<file path="src/rtl/multicycle_control_fsm.sv">
// Main control FSM for the multicycle RV32I datapath: sequences fetch, decode,
// execute, memory and writeback, stalling memory states on mem_ready.
module multicycle_control_fsm #(
  parameter int unsigned STATE_W = 4
) (
  input  logic               clk,
  input  logic               reset,
  input  logic [6:0]         opcode,
  input  logic               mem_ready,
  output logic               PCWrite,
  output logic               PCWriteCond,
  output logic               PCSource,
  output logic               OldPCWrite,
  output logic               IorD,
  output logic               MemRead,
  output logic               MemWrite,
  output logic               IRWrite,
  output logic               RegWrite,
  output logic [1:0]         MemtoReg,
  output logic [1:0]         ALUSrcA,
  output logic [1:0]         ALUSrcB,
  output logic [1:0]         ALUOp,
  output logic               instr_done,
  output logic               illegal_instr,
  output logic [STATE_W-1:0] state_dbg
);

  localparam logic [6:0] OP_LOAD   = 7'b0000011;
  localparam logic [6:0] OP_STORE  = 7'b0100011;
  localparam logic [6:0] OP_RTYPE  = 7'b0110011;
  localparam logic [6:0] OP_ITYPE  = 7'b0010011;
  localparam logic [6:0] OP_BRANCH = 7'b1100011;
  localparam logic [6:0] OP_JAL    = 7'b1101111;

  typedef enum logic [3:0] {
    S_FETCH     = 4'd0,
    S_DECODE    = 4'd1,
    S_MEM_ADDR  = 4'd2,
    S_MEM_READ  = 4'd3,
    S_MEM_WB    = 4'd4,
    S_MEM_WRITE = 4'd5,
    S_EXEC_R    = 4'd6,
    S_EXEC_I    = 4'd7,
    S_ALU_WB    = 4'd8,
    S_BRANCH    = 4'd9,
    S_JAL       = 4'd10,
    S_ILLEGAL   = 4'd11
  } state_e;

  typedef struct packed {
    logic       pc_write;
    logic       pc_write_cond;
    logic       pc_source;
    logic       old_pc_write;
    logic       iord;
    logic       mem_read;
    logic       mem_write;
    logic       ir_write;
    logic       reg_write;
    logic [1:0] mem_to_reg;
    logic [1:0] alu_src_a;
    logic [1:0] alu_src_b;
    logic [1:0] alu_op;
    logic       instr_done;
    logic       illegal;
  } ctl_t;

  state_e state_q;
  state_e state_d;
  ctl_t   ctl_c;

  always_ff @(posedge clk) begin
    if (reset) state_q <= S_FETCH;
    else       state_q <= state_d;
  end

  // Next-state and control decode; outputs are Moore except the mem_ready-qualified ones.
  always_comb begin
    state_d = S_FETCH;
    ctl_c   = '0;
    case (state_q)
      S_FETCH: begin
        ctl_c.mem_read  = 1'b1;
        ctl_c.alu_src_b = 2'd1;
        if (mem_ready) begin
          ctl_c.ir_write     = 1'b1;
          ctl_c.pc_write     = 1'b1;
          ctl_c.old_pc_write = 1'b1;
          state_d            = S_DECODE;
        end else begin
          state_d = S_FETCH;
        end
      end
      S_DECODE: begin
        ctl_c.alu_src_a = 2'd2;
        ctl_c.alu_src_b = 2'd2;
        case (opcode)
          OP_LOAD, OP_STORE: state_d = S_MEM_ADDR;
          OP_RTYPE:          state_d = S_EXEC_R;
          OP_ITYPE:          state_d = S_EXEC_I;
          OP_BRANCH:         state_d = S_BRANCH;
          OP_JAL:            state_d = S_JAL;
          default:           state_d = S_ILLEGAL;
        endcase
      end
      S_MEM_ADDR: begin
        ctl_c.alu_src_a = 2'd1;
        ctl_c.alu_src_b = 2'd2;
        state_d         = (opcode == OP_LOAD) ? S_MEM_READ : S_MEM_WRITE;
      end
      S_MEM_READ: begin
        ctl_c.mem_read = 1'b1;
        ctl_c.iord     = 1'b1;
        state_d        = mem_ready ? S_MEM_WB : S_MEM_READ;
      end
      S_MEM_WB: begin
        ctl_c.reg_write  = 1'b1;
        ctl_c.mem_to_reg = 2'd1;
        ctl_c.instr_done = 1'b1;
      end
      S_MEM_WRITE: begin
        ctl_c.mem_write  = 1'b1;
        ctl_c.iord       = 1'b1;
        ctl_c.instr_done = mem_ready;
        state_d          = mem_ready ? S_FETCH : S_MEM_WRITE;
      end
      S_EXEC_R: begin
        ctl_c.alu_src_a = 2'd1;
        ctl_c.alu_op    = 2'b10;
        state_d         = S_ALU_WB;
      end
      S_EXEC_I: begin
        ctl_c.alu_src_a = 2'd1;
        ctl_c.alu_src_b = 2'd2;
        ctl_c.alu_op    = 2'b10;
        state_d         = S_ALU_WB;
      end
      S_ALU_WB: begin
        ctl_c.reg_write  = 1'b1;
        ctl_c.instr_done = 1'b1;
      end
      S_BRANCH: begin
        ctl_c.pc_write_cond = 1'b1;
        ctl_c.pc_source     = 1'b1;
        ctl_c.alu_src_a     = 2'd1;
        ctl_c.alu_op        = 2'b01;
        ctl_c.instr_done    = 1'b1;
      end
      S_JAL: begin
        ctl_c.pc_write   = 1'b1;
        ctl_c.pc_source  = 1'b1;
        ctl_c.reg_write  = 1'b1;
        ctl_c.mem_to_reg = 2'd2;
        ctl_c.instr_done = 1'b1;
      end
      S_ILLEGAL: ctl_c.illegal = 1'b1;
      default: state_d = S_FETCH;
    endcase
  end

  // Reset blanks every enable and select immediately, even mid-instruction.
  always_comb begin
    PCWrite       = ctl_c.pc_write      & ~reset;
    PCWriteCond   = ctl_c.pc_write_cond & ~reset;
    PCSource      = ctl_c.pc_source     & ~reset;
    OldPCWrite    = ctl_c.old_pc_write  & ~reset;
    IorD          = ctl_c.iord          & ~reset;
    MemRead       = ctl_c.mem_read      & ~reset;
    MemWrite      = ctl_c.mem_write     & ~reset;
    IRWrite       = ctl_c.ir_write      & ~reset;
    RegWrite      = ctl_c.reg_write     & ~reset;
    MemtoReg      = reset ? 2'd0 : ctl_c.mem_to_reg;
    ALUSrcA       = reset ? 2'd0 : ctl_c.alu_src_a;
    ALUSrcB       = reset ? 2'd0 : ctl_c.alu_src_b;
    ALUOp         = reset ? 2'd0 : ctl_c.alu_op;
    instr_done    = ctl_c.instr_done    & ~reset;
    illegal_instr = ctl_c.illegal       & ~reset;
  end

  assign state_dbg = STATE_W'(state_q);

endmodule

</file>
<file path="config.mk">
export PLATFORM = sky130hd
export DESIGN_NAME = multicycle_control_fsm
export DESIGN_NICKNAME = d
export VERILOG_FILES = /design/src/rtl/multicycle_control_fsm.sv
export SDC_FILE = /design/constraint.sdc
export NUM_CORES = 1
export LEC_CHECK = 0
export CAP_MARGIN = 5
export CORE_MARGIN = 3
export CORE_UTILIZATION = 36
export DETAILED_ROUTE_END_ITERATION = 10
export PLACE_DENSITY = 0.76
export SLEW_MARGIN = 0
export SYNTH_ARGS = -nofsm -noshare
export SYNTH_HDL_FRONTEND = slang
export SYNTH_SLANG_ARGS = --single-unit
export TNS_END_PERCENT = 10
</file>
<file path="constraint.sdc">
create_clock -name clk -period 1.5 [get_ports clk]
set_input_delay 0.15 -clock clk [delete_from_list [all_inputs] [get_ports clk]]
set_output_delay 0.15 -clock clk [all_outputs]
set_load 0.005 [all_outputs]
</file>
# After elaboration in Yosys (flattened, before gate mapping)
# Index checks and enable logic that the tools add are counted.
[classes]
n_eq_ne = 17
mux = 25
bitwise_logic = 11
reduce_logical = 10
[op_table]
columns = ["operator", "count"]
rows = [
  ["$pmux 4 s6", 1],
  ["$pmux 4 s5", 1],
  ["$eq 4x3->1 const B", 4],
  ["$eq 4x4->1 const B", 4],
  ["$pmux 2 s2", 4],
  ["$eq 7x6->1 const B", 2],
  ["$eq 7x7->1 const B", 2],
  ["$and 1x1->1", 10],
  ["$mux 1", 10],
  ["$reduce_or 2->1", 5],
  ["$mux 3", 3],
  ["$eq 4x2->1 const B", 2],
  ["$mux 2", 4],
  ["$reduce_or 4->1", 2],
  ["$eq 7x2->1 const B", 1],
  ["$eq 7x5->1 const B", 1],
  ["$reduce_or 3->1", 2],
  ["$eq 4x1->1 const B", 1],
  ["$logic_not 4->1", 1],
  ["$pmux 1 s2", 2],
  ["$not 1->1", 1],
]
[word_totals]
ff_bits = 4
inputBits = 10
out_inout_bits = 23
elab_cells = 64

# Depth between registers and ports, before layout
[depth]
word_depth = 4
mapped_depth = 5
mapped_depth_nobuf = 4

# Least setup slack after synthesis
# OpenSTA, ideal clock, no wires.
[synth_path]
kind = "flip-flop to output port"
from = "register state_q[2] (netlist: state_dbg[2])"
to = "output port PCWrite"
t_arrival_ns = 1.237
required_time_ns = 1.350
setup_slack_ns = 0.113
stages_incl_launch_ff = 6
n_path_buf = 1
cell_sequence = "dfxtp_1 > buf_6 > or2_1 > nor4_2 > and2_1 > or2_1"
[synth_between]
elab_chain_cells = 3
word_cells_on_any_way = 4
classes_between = "1 x eq/ne; 1 x mux; 1 x bitwise; 1 x reduce/logical"
[synth_rtl]
columns = ["item", "line", "source"]
rows = [
  ["from (decl)", "68", "state_e state_q;"],
  ["from (signal assigned)", "74", "else state_q <= state_d;"],
  ["$eq 4x4->1 or $logic_not 4->1 (tied branches)", "81", "case (state_q)"],
  ["$pmux 1 s2 (*)", "81", ""],
  ["$and 1x1->1 (*)", "163", "PCWrite = ctl_c.pc_write & ~reset;"],
  ["to (decl)", "10", "output logic PCWrite,"],
]
# Every way passes the cells marked *; elsewhere a longest branch is shown, timed or not.

# Worst setup path in the final report
# Ends and elaborated chain as after synthesis.

==> summary.txt <==
Placed design
  • I/O Buffers: 32
  • Global placer's final weighted congestion: roughly 0.84
  • Post-DP Area: 1030 um^2
  • Post-DP HPWL: 1510 um

Cells and area
  • Util after Layout: between 90% and 100%
  • # fillers: between 50 and 60
  • Final nets: 150
  • Most frequent cells in the layout: buf_4 (23), clkdlybuf4s50_1 (11), buf_6 (9)
  • Fin area: 1240 um^2
  • Antenna cells: 0
  • Most common cell after layout, fill and taps aside: buf_4
  • Share of post-route cells with drive strength above 1: 55.1%
  • Largest register FFs: 4
  • Area grow syn2layout: 124%

Pwr
  • Comb pwr share: roughly 72%
  • Pleak: between 0.5 and 0.6 nW
  • Switching share of power: a little over two fifths
  • Clk pwr share: 13.4%
  • Sequential power share: between 10% and 20%
  • Worst vdd ir: 0.643 mV
  • Switch Pwr: ~0.00053 W
  • PwrDens: ~1000 nW/um^2
  • Internal power: 0.000712 W

Routing
  • Drt initial violations: 46
  • Routed Antenna Nets: 0
  • Post-route DRC violation count: 0
  • Vias: between 900 and 1000
  • Pre-antenna DRT Iters: 4
  • Drt wl/cell: 19.4 um
  • Routed WL: approximately 3000 um
  • Vias per cell: about 6.0

Clock network
  • CTS tree: yes
  • CTS Root Cell: clkbuf_4
  • Clk buf depth: 2
  • TritonCTS Buffers: 3
  • Clock Sink Count: 4
  • H-Tree Depth: 1
  • Clock transition at path regs: roughly 0.06 ns
  • Clock latency on the worst-skew pair: ~0.28 ns

Synthesis
  • Dominant synthesized flop cell: dfxtp_1
  • Syn nets: 89
  • Post-synth top area cell: dfxtp_1
  • Yosys top cell area share: around 14%
  • #FFs+latches synth: 4
  • Synth Instances: 79
  • Post-synth EDFFs: 0
  • Avg Inst Size Synth: ~7 um^2
  • Sequential area share after synthesis: 14.4%
  • Library cells used by synthesis: 38
  • Synth top area cells: dfxtp_1 (14%), nor3_1 (9.0%), nand2b_1 (5.6%)
  • Post-synth ARST share: 0%
  • Synth Warn #: 0
  • Synthesized cell area: between 500 and 600 um^2

STA
  • Final Hold Viols: 0
  • RSZ-0062 raised after global routing: true
  • Tcrit/Tclk final: 115%
  • Max frequency: roughly 580 MHz
  • Post-route setup slack: -0.221 ns
  • Slew margin rel.: about 69%
  • Worst hold margin: 0.607 ns
  • Post-Route Skew: approximately 0.019 ns
  • Minimum clock period: 1.72 ns
  • Fin. max-slew vios: 0
  • Slew @ Worst Pin: between 0.4 and 0.5 ns
  • Final setup vio count: 15

Worst setup path
  • CP startpoint: state_dbg[2]$_SDFF_PP0_
  • R2R depth: 5
  • CP top delay family: simple AND/OR/NAND/NOR gates
  • Reg-to-reg startpoint: state_dbg[2]$_SDFF_PP0_
  • Critical-path top delay cell: dfxtp_4
  • R2r endpoint: state_dbg[1]$_SDFF_PP0_
  • Crit path required time: roughly 1.4 ns
  • Critical Setup Path Class: reg -> out
  • Crit path buf inv count: 2
  • Reg2Reg Setup Slack: 0.01 ns
  • Critical-path cell list: or2_4 > nor4_4 > and2_4 > buf_6 > or2_1 > buf_2
  • WP depth: 6
  • Data arrival, critical path: 1.57 ns
  • CP max FO: 6
  • Worst Setup EP: PCWrite
  • Type of origin of the critical path: register
  • CP Capture Type: primary output
  • Crit-path max cell delay: between 0.3 and 0.4 ns

Status
  • Status: finished, violations left
  • Failing checks: setup timing

Hold path
  • Hold Crit Class: in -> reg
  • Hold path depth: 3

Global routing
  • Largest net degree at the start of global routing: 10
  • Global-route wire length before repair: around 3300 um
  • Initial antenna violation count: 0
  • Overflow after GRT: 0
  • All-Layer GR Usage: approximately 23%
  • Vias in the first global route: 765

Floorplan
  • Boundary Pins: 33
  • Die span in y: around 45 um
  • Starting Density: about two fifths
  • Row count: 13
  • Die Width: between 40 and 50 um
  • Die ar.: 2050 um^2
  • Core ar.: ~1400 um^2

Run
  • Maxcap violations: 0
==> power groups by stage <==
| stage | logic (W) | registers (W) | clock network (W) |
|---|---|---|---|
| finish | 0.000898 | 0.000179 | 0.000167 |
| global placement | 0.000635 | 0.000161 | 0 |
| floorplan | 0.000287 | 0.000148 | 0 |
| global route | 0.000944 | 0.000181 | 0.000169 |
| CTS | 0.000743 | 0.000174 | 0.000155 |
| detailed placement | 0.000646 | 0.000162 | 0 |
==> per-stage QoR <==
step                instances  setup TNS [ns]  worst slack, ns  total power [W]
floorplan                  79               0            0.113         0.000435
global placement          142           -4.24           -0.305         0.000796
detailed placement        142           -4.95           -0.376         0.000807
CTS                       151           -1.07           -0.259          0.00107
global route              153           -1.91           -0.241          0.00129
finish                    153           -1.25           -0.221          0.00124
==> layer usage <==
layer / routed length (um) / track usage (%)
met5: 0 / 0
met2: 1590 / 40.4
met4: 84 / 7.02
met1: 1060 / 26.6
met3: 234 / 4.78
==> cells in the mapped netlist (2+ instances only) <==
cell type,n
a2111oi_0,2
a21oi_1,2
a31oi_1,2
buf_2,2
clkbuf_1,4
dfxtp_1,4
nand2_1,4
nand2b_1,5
nand3_1,2
nor2_1,8
nor3_1,10
nor4_1,2
o21a_1,2
o21ai_0,4
or2_1,3
==> cell type report <==
cell class                      instances  area [um^2]  area share, %
Clock buffer                            3         22.5           1.82
Inverter                                2         7.51          0.605
Multi-Input combinational cell         65          546           44.0
Sequential cell                         4         95.1           7.67
Tap cell                               15         18.8           1.51
Timing Repair Buffer                   64          551           44.4
==> kinds of logic (layout without fill, tap and decap cells) <==
| logic type | after synthesis | in the layout | share of synthesized area, % |
|---|---|---|---|
| AOI/OAI and AO/OA | 19 | 19 | 24.4 |
| buffers and inverters | 10 | 69 | 9.25 |
| DFF | 4 | 4 | 14.4 |
| muxes | 1 | 1 | 2.03 |
| and+or+nand+nor | 45 | 45 | 49.9 |
==> worst min path at each step <==
stage,startpoint,endpoint
after floorplan,opcode[4],state_dbg[2]$_SDFF_PP0_
after global placement,state_dbg[3]$_SDFF_PP0_,state_dbg[3]$_SDFF_PP0_
after detailed placement,state_dbg[3]$_SDFF_PP0_,state_dbg[3]$_SDFF_PP0_
after CTS,reset,state_dbg[3]$_SDFF_PP0_
after global routing,reset,state_dbg[3]$_SDFF_PP0_
final,reset,state_dbg[3]$_SDFF_PP0_
==> worst reg2reg max path, stage by stage, from the launching register on <==
cell and delay, ns:
dfxtp_4 0.37, or2_4 0.25, buf_4 0.14, buf_6 0.12, a2111oi_2 0.34, o21ba_1 0.18
==> timing repair <==
| action | in CTS | in global routing |
|---|---|---|
| buffers inserted | 6 | 2 |
| setup endpoints to repair | 23 | 21 |
| gates resized for setup | 77 | 23 |
| hold buffers | 0 | 0 |
| pin swaps | 9 | 7 |
| hold endpoints to repair | 0 | 0 |
Power figures use the tool's default switching activity.
